[src/rtl/rot_pkg.sv]
// Shared types and character constants for the rotation command parser.
package rot_pkg;

    // Parser / issue states
    typedef enum logic [2:0] {
        S_DIR  = 3'd0,
        S_NUM  = 3'd1,
        S_SKIP = 3'd2,
        S_EMIT = 3'd3,
        S_DONE = 3'd4
    } state_t;

    // ASCII characters the parser reacts to
    localparam logic [7:0] CH_L  = 8'h4C;
    localparam logic [7:0] CH_R  = 8'h52;
    localparam logic [7:0] CH_NL = 8'h0A;
    localparam logic [7:0] CH_CR = 8'h0D;
    localparam logic [7:0] CH_0  = 8'h30;
    localparam logic [7:0] CH_9  = 8'h39;

    // Default amount width, used to size the command record
    localparam int AMT_W_DEF = 16;

    // One rotation command as seen by the dial datapath
    typedef struct packed {
        logic                 dir;
        logic [AMT_W_DEF-1:0] amt;
    } rot_cmd_t;

    // True for the ASCII decimal digits '0'..'9'
    function automatic logic is_digit(input logic [7:0] c);
        return (c >= CH_0) && (c <= CH_9);
    endfunction

endpackage

[src/rtl/rotation_sequencer.sv]
// Parses "L<n>" / "R<n>" lines from a character stream into rotation
// commands, hands them to the datapath one at a time, and detects
// end-of-stream by input idleness so the last line can be flushed.
module rotation_sequencer
    import rot_pkg::*;
#(
    parameter int AMT_W       = 16,
    parameter int IDLE_CYCLES = 4
) (
    input  logic             clk,
    input  logic             rst,
    input  logic             i_vld,
    input  logic [7:0]       i_char,
    output logic             o_stall,
    output logic             o_cmd_vld,
    output logic             o_cmd_dir,
    output logic [AMT_W-1:0] o_cmd_amt,
    input  logic             i_cmd_rdy,
    output logic             o_flush,
    output logic             o_error
);

    localparam int CNT_W = $clog2(IDLE_CYCLES + 1);
    localparam logic [AMT_W+3:0] TEN = (AMT_W + 4)'(10);
    localparam logic [AMT_W+3:0] AMT_MAX = {4'b0000, {AMT_W{1'b1}}};

    state_t           r_state;
    logic             r_dir;
    logic [AMT_W-1:0] r_amt;
    logic             r_digits;
    logic             r_seenAny;
    logic             r_eosPending;
    logic             r_flush;
    logic             r_error;
    logic [CNT_W-1:0] r_idleCnt;

    logic             w_accept;
    logic             w_parseState;
    logic             w_idleInc;
    logic             w_timeout;
    logic             w_isDigit;
    logic             w_isDir;
    logic [AMT_W+3:0] w_digit;
    logic [AMT_W+3:0] w_prod;
    logic             w_ovf;

    // Handshake outputs decode purely from the registered state
    assign o_stall   = (r_state == S_EMIT) || (r_state == S_DONE);
    assign o_cmd_vld = (r_state == S_EMIT);
    assign o_cmd_dir = r_dir;
    assign o_cmd_amt = r_amt;
    assign o_flush   = r_flush;
    assign o_error   = r_error;

    assign w_accept     = i_vld && !o_stall;
    assign w_parseState = (r_state == S_DIR) || (r_state == S_NUM) || (r_state == S_SKIP);

    // Idle cycles only count once data has started and while parsing;
    // the timeout fires on the edge the count would reach IDLE_CYCLES
    assign w_idleInc = !i_vld && r_seenAny && w_parseState;
    assign w_timeout = w_idleInc && (r_idleCnt == CNT_W'(IDLE_CYCLES - 1));

    // Decimal accumulate in a widened intermediate so overflow is visible
    assign w_isDigit = is_digit(i_char);
    assign w_isDir   = (i_char == CH_L) || (i_char == CH_R);
    assign w_digit   = (AMT_W + 4)'(i_char[3:0]);
    assign w_prod    = ({4'b0000, r_amt} * TEN) + w_digit;
    assign w_ovf     = (w_prod > AMT_MAX);

    // Parser state machine, command hold, idle tracking and flush pulse
    always_ff @(posedge clk) begin
        if (!rst) begin
            r_state      <= S_DIR;
            r_dir        <= 1'b0;
            r_amt        <= '0;
            r_digits     <= 1'b0;
            r_seenAny    <= 1'b0;
            r_eosPending <= 1'b0;
            r_flush      <= 1'b0;
            r_error      <= 1'b0;
            r_idleCnt    <= '0;
        end else begin
            r_flush <= 1'b0;

            if (w_accept) begin
                r_seenAny <= 1'b1;
            end

            if (i_vld || w_timeout) begin
                r_idleCnt <= '0;
            end else if (w_idleInc) begin
                r_idleCnt <= r_idleCnt + CNT_W'(1);
            end

            case (r_state)
                S_DIR: begin
                    if (w_accept) begin
                        if (w_isDir) begin
                            r_dir    <= (i_char == CH_R);
                            r_amt    <= '0;
                            r_digits <= 1'b0;
                            r_state  <= S_NUM;
                        end else if ((i_char != CH_NL) && (i_char != CH_CR)) begin
                            r_error <= 1'b1;
                            r_state <= S_SKIP;
                        end
                    end else if (w_timeout) begin
                        r_state <= S_DONE;
                        r_flush <= 1'b1;
                    end
                end
                S_NUM: begin
                    if (w_accept) begin
                        if (w_isDigit) begin
                            r_digits <= 1'b1;
                            if (w_ovf) begin
                                r_amt   <= {AMT_W{1'b1}};
                                r_error <= 1'b1;
                            end else begin
                                r_amt <= w_prod[AMT_W-1:0];
                            end
                        end else if (i_char == CH_NL) begin
                            if (r_digits) begin
                                r_state <= S_EMIT;
                            end else begin
                                r_error <= 1'b1;
                                r_state <= S_DIR;
                            end
                        end else if (i_char != CH_CR) begin
                            r_error <= 1'b1;
                            r_state <= S_SKIP;
                        end
                    end else if (w_timeout) begin
                        if (r_digits) begin
                            r_eosPending <= 1'b1;
                            r_state      <= S_EMIT;
                        end else begin
                            r_error <= 1'b1;
                            r_state <= S_DONE;
                            r_flush <= 1'b1;
                        end
                    end
                end
                S_SKIP: begin
                    if (w_accept) begin
                        if (i_char == CH_NL) begin
                            r_state <= S_DIR;
                        end
                    end else if (w_timeout) begin
                        r_error <= 1'b1;
                        r_state <= S_DONE;
                        r_flush <= 1'b1;
                    end
                end
                S_EMIT: begin
                    if (i_cmd_rdy) begin
                        if (r_eosPending) begin
                            r_state <= S_DONE;
                            r_flush <= 1'b1;
                        end else begin
                            r_state <= S_DIR;
                        end
                    end
                end
                S_DONE: begin
                    r_state <= S_DONE;
                end
                default: begin
                    r_state <= S_DIR;
                end
            endcase
        end
    end

endmodule

[config.mk]
export PLATFORM = sky130hd
export DESIGN_NAME = rotation_sequencer
export DESIGN_NICKNAME = d
export VERILOG_FILES = /design/src/rtl/rot_pkg.sv /design/src/rtl/rotation_sequencer.sv
export SDC_FILE = /design/constraint.sdc
export NUM_CORES = 1
export LEC_CHECK = 0
export BUFFER_PORTS_ARGS = -buffer_cell sky130_fd_sc_hd__buf_2
export CAP_MARGIN = 20
export CORE_ASPECT_RATIO = 0.8
export CORE_MARGIN = 8
export CORE_UTILIZATION = 40
export CTS_CLUSTER_DIAMETER = 80
export DETAILED_ROUTE_END_ITERATION = 8
export PLACE_DENSITY = 0.62
export SYNTH_ARGS = -nofsm -noshare
export SYNTH_HDL_FRONTEND = slang
export SYNTH_SLANG_ARGS = --single-unit
[constraint.sdc]
create_clock -name clk -period 2.9 [get_ports clk]
set_input_delay 0.29 -clock clk [delete_from_list [all_inputs] [get_ports clk]]
set_output_delay 0.29 -clock clk [all_outputs]
set_load 0.02 [all_outputs]
Word level (Yosys, flattened, before mapping)
Cells that the tools add are included.
{"block": "totals", "out_inout_bits": 21, "ff_bits": 28, "word_cells": 114, "input_bits": 12}
{"block": "op_classes", "bitwise_logic": 2, "n_addsub": 2, "reduce_logical": 23, "mux": 48, "mul": 1, "magnitude_cmp": 3, "n_eq_ne": 26}
{"operator": "2-to-1 mux 16 bit", "count": 5}
{"operator": "2-to-1 mux 3 bit", "count": 14}
{"operator": "one-hot mux 16 bit (2 select lines)", "count": 1}
{"operator": "2-to-1 mux 1 bit", "count": 23}
{"operator": "adder 20 x 4 -> 20 bit", "count": 1}
{"operator": "greater-than comparator 20 x 16 -> 1 bit, second input constant", "count": 1}
{"operator": "multiplier 16 x 3 -> 19 bit, second input constant", "count": 1}
{"operator": "equality test 8 x 7 -> 1 bit, second input constant", "count": 2}
{"operator": "!= test 8 x 4 -> 1 bit, second input constant", "count": 2}
{"operator": "one-hot mux 3 bit (5 select lines)", "count": 1}
{"operator": "!= test 2 bit, second input constant", "count": 7}
{"operator": "equality test 3 x 2 -> 1 bit, second input constant", "count": 3}
{"operator": "AND reduction 9 bit", "count": 1}
{"operator": "equality test 8 x 4 -> 1 bit, second input constant", "count": 1}
{"operator": ">= comparator 8 x 6 -> 1 bit, second input constant", "count": 1}
{"operator": "<= comparator 8 x 6 -> 1 bit, second input constant", "count": 1}
{"operator": "logical AND 1 bit", "count": 6}
{"operator": "!= test 3 bit, second input constant", "count": 2}
{"operator": "one-hot mux 1 bit (3 select lines)", "count": 2}
{"operator": "AND reduction 6 bit", "count": 1}
{"operator": "logical OR 1 bit", "count": 5}
{"operator": "!= test 5 x 3 -> 1 bit, second input constant", "count": 1}
{"operator": "AND reduction 5 bit", "count": 1}
{"operator": "!= test 2 x 1 -> 1 bit, second input constant", "count": 2}
{"operator": "17 further kinds", "count": 20}

Logic depth before layout (Yosys ltp)
Gate-level depths: netlist (run 1).
{"block": "depth", "depth_word": 8, "ltp_mapped": 13, "mapped_depth_nobuf": 12}

Least setup slack after synthesis (run 1)
No wires, ideal clock.
{"block": "synth_timing", "kind": "reg-to-reg", "startpoint": "reg r_amt[1] (netlist: o_cmd_amt[1])", "endpoint": "reg r_amt[0] (netlist: o_cmd_amt[0])", "required_time_ns": 2.760, "t_arrival_ns": 3.123, "synth_period_minus_slack_ns": 3.264, "slack_ns": -0.364, "path_stages_with_launch": 14, "setup_ns": 0.140, "cell_sequence": "dfxtp_1 > ha_1 > ha_1 > inv_1 > fa_1 > nand2b_1 > a21oi_2 > xor2_2 > nand4b_1 > and4bb_1 > nand4b_1 > a21oi_2 > buf_6 > a211oi_2"}
{"block": "synth_via", "elab_chain_len": 7}
{"element": "start, declared", "line_no": "rotation_sequencer.sv:29", "source": "logic [AMT_W-1:0] r_amt;"}
{"element": "start signal, assigned", "line_no": "rotation_sequencer.sv:117", "source": "r_amt <= {AMT_W{1'b1}};"}
{"element": "start signal, assigned", "line_no": "rotation_sequencer.sv:120", "source": "r_amt <= w_prod[AMT_W-1:0];"}
{"element": "multiplier 16 x 3 -> 19 bit", "line_no": "rotation_sequencer.sv:67", "source": "assign w_prod = ({4'b0000, r_amt} * TEN) + w_digit;"}
{"element": "adder 20 x 4 -> 20 bit", "line_no": "rotation_sequencer.sv:67"}
{"element": "greater-than comparator 20 x 16 -> 1 bit", "line_no": "rotation_sequencer.sv:68", "source": "assign w_ovf = (w_prod > AMT_MAX);"}
{"element": "2-to-1 mux 16 bit", "line_no": "rotation_sequencer.sv:116", "source": "if (w_ovf) begin"}
{"element": "2-to-1 mux 16 bit", "line_no": "rotation_sequencer.sv:114", "source": "if (w_isDigit) begin"}
{"element": "2-to-1 mux 16 bit", "line_no": "rotation_sequencer.sv:113", "source": "if (w_accept) begin"}
{"element": "one-hot mux 16 bit (2 select lines)", "line_no": "rotation_sequencer.sv:95", "source": "case (r_state)"}
Every way passes these cells. The select of a mux whose other input is x is not followed.
A chain may end at the register's enable or synchronous reset.

Worst setup path after layout (run 1)
{"block": "layout_timing", "startpoint": "reg r_amt[3] (netlist: o_cmd_amt[3])", "endpoint": "reg r_amt[4] (netlist: o_cmd_amt[4])"}
{"block": "layout_via", "elab_chain_len": 7}
{"element": "multiplier 16 x 3 -> 19 bit (*)", "line_no": "rotation_sequencer.sv:67"}
{"element": "adder 20 x 4 -> 20 bit (*)", "line_no": "rotation_sequencer.sv:67"}
{"element": "greater-than comparator 20 x 16 -> 1 bit", "line_no": "rotation_sequencer.sv:68"}
{"element": "2-to-1 mux 16 bit (*)", "line_no": "rotation_sequencer.sv:116"}
{"element": "2-to-1 mux 16 bit (*)", "line_no": "rotation_sequencer.sv:114"}
{"element": "2-to-1 mux 16 bit (*)", "line_no": "rotation_sequencer.sv:113"}
{"element": "one-hot mux 16 bit (2 select lines) (*)", "line_no": "rotation_sequencer.sv:95"}
Every way passes the cells marked *; elsewhere a longest branch is shown, timed or not. The select of a mux whose other input is x is not followed.

==> impl_metrics.yaml, run 1 <==
cells_and_area:
  finalNonFillerCells: 516
  fin_util_pct: 54.68
  nets: 477
  final_area_um2: 3750
  drive_above_1_share_pct: 34.03
  syn2layout_area_growth_pct: 32.55
  fill_cells: 638
  diodes: 0
  multi_input_area_um2: 2305
  seqCellArea_um2: 576.8
pwr:
  seqPwrFrac_pct: 52.9
  p_sw_mw: 0.1780
  comb_power_share_pct: 9.0
  powerDensity_nw_per_um2: 197.1
  p_clk_share_pct: 38.1
  netSwitchingFraction_pct: 24.08
  p_leak_nw: 1.691
  p_int_mw: 0.5610
  vdd_drop_max_mv: 0.1989
yosys:
  synthArstFlopShare_pct: 0
  ys_ff_latch: 28
  yosys.area.top_type: "dfxtp_1"
  yosysMostFrequentCell: "a21oi_1"
  synth_nets: 396
  syn_inst: 349
  ys_seq_area_share_pct: 19.81
  ys_top_cells_by_area: "dfxtp_1 20%, ha_1 15%, a21oi_1 8.3%, a211oi_2 4.9%, nor2_1 4.6%"
  netlist_top_cells_count: "47 x a21oi_1, 35 x nor2_1, 33 x ha_1, 28 x dfxtp_1, 24 x nand2_1"
  synth.top_cell.area_share_pct: 19.81
  synth_edf_count: 0
  yosysWarnings: 0
  ys.flop_type: "dfxtp_1"
  syn-cell-area_um2: 2829
  synth.distinct_cells: 58
  synth.avg_cell_area_um2: 8.106
global_routing:
  grt_max_degree: 33
  antenna_found_initial: 0
  grt_pass1_wl_mm: 12.92
  first_global_vias: 2704
  grt_overflow: 0
  grt_usage_pct: 15.33
placement:
  placed_cells_incl_taps: 504
  placedInstanceArea_um2: 3493
  gp_congestion: 0.8532
  port_buffers: 32
  detailed_place_hpwl_mm: 6.179
die:
  initial_utilization_pct: 41.25
  core.rowCount: 27
  die_x_um: 110.0
  die_h_um: 91.22
  ios: 33
  core-area_um2: 6858
  die_area_um2: 10040
setup_path:
  cp.required_ps: 3020
  rrSetupSlack_ps: -200
  crit_fanout: 5
  reg2reg_to: "o_cmd_amt[4]"
  arrival_ps: 3230
  r2r-start: "o_cmd_amt[3]"
  end_kind: "flop"
  r2r_cells: 13
  timing_worst_setup_path_type: "flop to flop"
  cp-start-kind: "flop"
drt:
  drc_errors: 0
  ant_nets: 0
  drtIter0Drc: 214
  vias: 2892
  routed_wl_mm: 7.918
  vias_per_cell: 5.605
  drt_pass1_iterations: 4
  avgRoutedWirePerCell_um: 15.34
sta:
  setup_viol: 17
  hold_viol_final: 0
  fin_skew_ps: 8.236
  fin_tns_setup_ps: -2979
  finalCritPeriodShare_pct: 106.9
  max_freq_ghz: 0.3225
  grt_setup_unrepaired: "true"
  relSlewSlack_pct: 36.16
  worst_pin_slew_ps: 956.5
  final.min_clock_period_ps: 3101
  fin_ws_ps: -200.9
  worst_hold_slack_ps: 266.7
  slew_viol_final: 0
run:
  drv_cap: 0
clock_network:
  cts_num_sinks: 28
  cts.htree.levels: 1
  ctsHoldBuffers: 0
  cts_tree: "done"
  cts.clk_slew.worst_paths_ps: 110
  cts_buffer_depth: 2
  cts-buffers-inserted: 3
  insertion_delay_ps: 280
  cts_root_buf: "clkbuf_8"
min_path:
  min_to: "r_state[2]"
  min_from: "rst"
  hold_depth: 2
  hold_path_class: "input port to flop"
status:
  outcome: "finished with violations"
  violations: "negative setup slack"
logic make-up (layout without fill, tap and decap cells):
group | after synthesis | in the layout | synth area share, %
and+or+nand+nor | 119 | 119 | 22.73
DFF | 28 | 28 | 19.81
buffers and inverters | 30 | 110 | 4.246
muxes | 2 | 2 | 0.7077
xor gates and xnor gates | 20 | 20 | 6.988
adders and majority gates | 35 | 35 | 16.01
AOI/OAI and AO/OA | 115 | 115 | 29.50
worst max path at each step:
stage,endpoint,cells past startpoint,slack (ps),startpoint
after CTS,o_error,13,-140,o_cmd_amt[3]
after global routing,o_cmd_amt[9],13,-340,o_cmd_amt[3]
after detailed placement,o_error,13,-160,o_cmd_amt[3]
after floorplan,o_cmd_amt[0],13,-90,o_cmd_amt[1]
after global placement,o_error,13,-90,o_cmd_amt[3]
final,o_cmd_amt[4],13,-200,o_cmd_amt[3]
cell usage in the layout (no fill, tap or decap), types with 5 or more instances in the layout:
cell type	synthesis	layout
nor2_1	35	33
nor2b_1	6	6
buf_4	0	56
xnor2_1	10	8
dfxtp_1	28	21
xor2_1	7	7
buf_2	0	32
nor3_1	8	8
and3_1	5	5
ha_1	33	28
a211oi_2	11	14
o21ai_0	11	11
a211oi_1	9	6
a21oi_1	47	47
inv_1	15	14
nand2_1	24	24
critical path: stages, from the launching register on:
cell and delay (ps):
dfxtp_4 360, buf_4 130, ha_1 330, ha_4 280, buf_4 130, nand2b_4 80
a211oi_2 260, a211oi_2 80, nand4b_1 260, and4bb_1 350, nand4b_1 150, a21oi_4 280
clkbuf_16 200, a211oi_2 60
what timing repair did:
| action | 4_1_cts | 5_1_grt |
|---|---|---|
| buffers inserted | 3 | 4 |
| gates resized for setup | 2 | 19 |
| cloned | 0 | 1 |
| pin swaps | 5 | 16 |
| setup endpoints to repair | 17 | 17 |
sequential cells by signal, summed over array words and instances, names as in the netlist:
| register | flops |
|---|---|
| r_idleCnt | 3 |
| r_state | 3 |
| r_digits | 1 |
| o_cmd_amt | 16 |
| o_cmd_dir | 1 |
| r_seenAny | 1 |
| o_error | 1 |
| o_flush | 1 |
| r_eosPending | 1 |
routing by layer:
metal  vias to the layer above  GRT usage [%]  wire (um)
li1                       1460              -          -
met1                      1372          22.40       4005
met2                        54          23.48       3577
met3                         6          2.189        271
met4                         0          2.020         63
met5                         -              0          0
area by class of cell:
type | count | share of cell area (%)
clock buffers | 4 | 1.768
inverters | 15 | 1.502
multi-input cells | 291 | 61.46
flip-flops and latches | 28 | 15.38
well taps | 87 | 2.903
repair buffers | 91 | 16.98
through the flow:
stage	worst slack (ps)	power [mW]
after floorplan	-93.82	0.4428
after global placement	-92.11	0.4649
after detailed placement	-158.7	0.4664
after CTS	-140.2	0.7430
after global routing	-335.8	0.7691
final	-200.9	0.7390
power groups by stage:
stage / clock network [mW] / registers [mW] / logic (mW)
after global routing: 0.303 / 0.392 / 0.0745
after detailed placement: 0 / 0.401 / 0.0654
after floorplan: 0 / 0.399 / 0.0437
final: 0.282 / 0.391 / 0.0662
after global placement: 0 / 0.401 / 0.0638
after CTS: 0.285 / 0.392 / 0.0656
Power figures use the tool's default switching activity.
==> inputs of run 2 (changes only) <==
- CORE_ASPECT_RATIO: 0.8 -> 0.75
==> impl_metrics.yaml, run 2 (same netlist as run 1, synthesis figures left out) <==
status:
  outcome: "finished with violations"
  violations: "negative setup slack"
drt:
  top_layer_used: "met4"
  vias_per_cell: 5.587
  routed_wl_mm: 7.623
  ant_nets: 0
  drt_pass1_iterations: 4
  met3_wirelength_um: 294
  vias: 2827
  met2_length_mm: 3.353
  wl_met1_mm: 3.928
  avgRoutedWirePerCell_um: 15.07
  drc_errors: 0
  drtIter0Drc: 137
sta:
  relSlewSlack_pct: 30.70
  finalCritPeriodShare_pct: 104.7
  grt_setup_unrepaired: "true"
  worst_pin_slew_ps: 1038
  setup_viol: 17
  slew_viol_final: 0
  final.min_clock_period_ps: 3036
  fin_ws_ps: -136.3
  max_freq_ghz: 0.3293
  fin_tns_setup_ps: -1861
  fin_skew_ps: 1.843
  hold_viol_final: 0
min_path:
  min_to: "r_state[1]"
  hold_path_class: "input port to flop"
  hold_depth: 2
  min_from: "rst"
pwr:
  netSwitchingFraction_pct: 24.25
  seqPwrFrac_pct: 52.9
  powerDensity_nw_per_um2: 202.3
  vdd_drop_max_mv: 0.1253
  p_sw_mw: 0.1801
  comb_power_share_pct: 9.1
  p_clk_share_pct: 38.1
  p_leak_nw: 1.656
  p_int_mw: 0.5627
cells_and_area:
  final_area_um2: 3672
  drive_above_1_share_pct: 33.18
  syn2layout_area_growth_pct: 29.81
  final_common_cell: "buf_4"
  largest_register_ffs: 16
  diodes: 0
  final_cell_mix: "51 x buf_4, 47 x a21oi_1, 33 x nor2_1, 32 x buf_2, 30 x ha_1"
  fin_util_pct: 53.75
  nets: 470
  fill_cells: 663
placement:
  detailed_place_hpwl_mm: 6.037
  gp_congestion: 0.8981
  placedInstanceArea_um2: 3497
  dpl_worst_slack_ps: -199.7
  port_buffers: 32
die:
  initial_utilization_pct: 41.41
  die_area_um2: 10050
  core.rowCount: 26
  die_h_um: 88.83
  core-area_um2: 6832
  ios: 33
  die_x_um: 113.1
clock_network:
  cts.htree.levels: 1
  cts_num_sinks: 28
  cts.clk_slew.worst_paths_ps: 100
  cts_root_buf: "clkbuf_8"
  post_cts.repair.setup_buffers: 0
  cts_tree: "done"
  insertion_delay_ps: 280
  cts-buffers-inserted: 3
  cts_buffer_depth: 2
setup_path:
  crit_buf_inv: 2
  reg2reg_to: "o_error"
  r2r_cells: 13
  end_kind: "flop"
  cp_slowest_cell: "dfxtp_4"
  cp_common_cell: "ha_4"
  rrSetupSlack_ps: -140
  timing_worst_setup_path_type: "flop to flop"
  cp-start-kind: "flop"
  crit_family: "adder cells"
  r2r-start: "o_cmd_amt[3]"
  cp.required_ps: 3030
  arrival_ps: 3170
  crit_chain: "ha_4, ha_4, inv_2, fa_2, nand2b_4, a21o_1, a2bb2oi_4, xor2_2, and4bb_1, nand4b_1, a21oi_4, buf_12, a311oi_2"
  crit_fanout: 17
  slowest_delay_ps: 370
global_routing:
  first_global_vias: 2702
  grt_usage_pct: 15.21
  grt_max_degree: 33
  grt_pass1_wl_mm: 12.70
  grt_overflow: 0
  antenna_found_initial: 0
run:
  drv_cap: 0
## run 2: cell count changes in the layout (fill, tap and decap cells not counted), sizes merged
cell	before	now
buf	90	84
clkbuf	5	4
## run 2: worst max-delay path by stage
stage / start / to / slack (ps) / depth (start not counted)
2_1_floorplan: o_cmd_amt[1] / o_cmd_amt[0] / -90 / 13
4_1_cts: o_cmd_amt[3] / o_error / -120 / 13
3_3_place_gp: o_cmd_amt[3] / o_error / -90 / 13
3_5_place_dp: o_cmd_amt[7] / o_error / -200 / 11
5_1_grt: o_cmd_amt[3] / o_cmd_amt[9] / -280 / 13
6_report: o_cmd_amt[3] / o_error / -140 / 13
## run 2: per-layer routing
| metal | global-route usage (%) | up-vias |
|---|---|---|
| met2 | 24.19 | 43 |
| met5 | 0 | - |
| met1 | 20.96 | 1330 |
| met3 | 3.136 | 6 |
| met4 | 2.410 | 0 |
| li1 | - | 1448 |
## run 2: final cells by class
| cell class | count | area (um^2) | area share, % |
|---|---|---|---|
| multi-input cells | 291 | 2307 | 62.83 |
| flip-flops and latches | 28 | 574.3 | 15.64 |
| repair buffers | 84 | 563.0 | 15.33 |
| well taps | 84 | 105.1 | 2.862 |
| clock buffers | 4 | 66.31 | 1.806 |
| inverters | 15 | 56.30 | 1.533 |
## run 2: power by group through the flow
stage | Sequential (mW) | Combinational [mW] | Clock, mW
floorplan | 0.399 | 0.0437 | 0
finish | 0.393 | 0.0673 | 0.283
CTS | 0.392 | 0.0666 | 0.288
global placement | 0.401 | 0.0641 | 0
detailed placement | 0.401 | 0.0650 | 0
global route | 0.393 | 0.0759 | 0.304
## run 2: what timing repair did
item / 4_1_cts / 5_1_grt
gates resized for setup: 9 / 10
hold buffers: 0 / 0
pin swaps: 3 / 2
endpoints found under the setup margin: 17 / 17
gates cloned: 0 / 0
## run 2: per-stage QoR
stage / hold WS (ps) / total power [mW] / std cells
global route: 274.7 / 0.7730 / 506
finish: 271.3 / 0.7428 / 506
floorplan: 407.6 / 0.4428 / 349
detailed placement: 467.6 / 0.4659 / 502
global placement: 457.5 / 0.4652 / 502
CTS: 267.1 / 0.7469 / 506
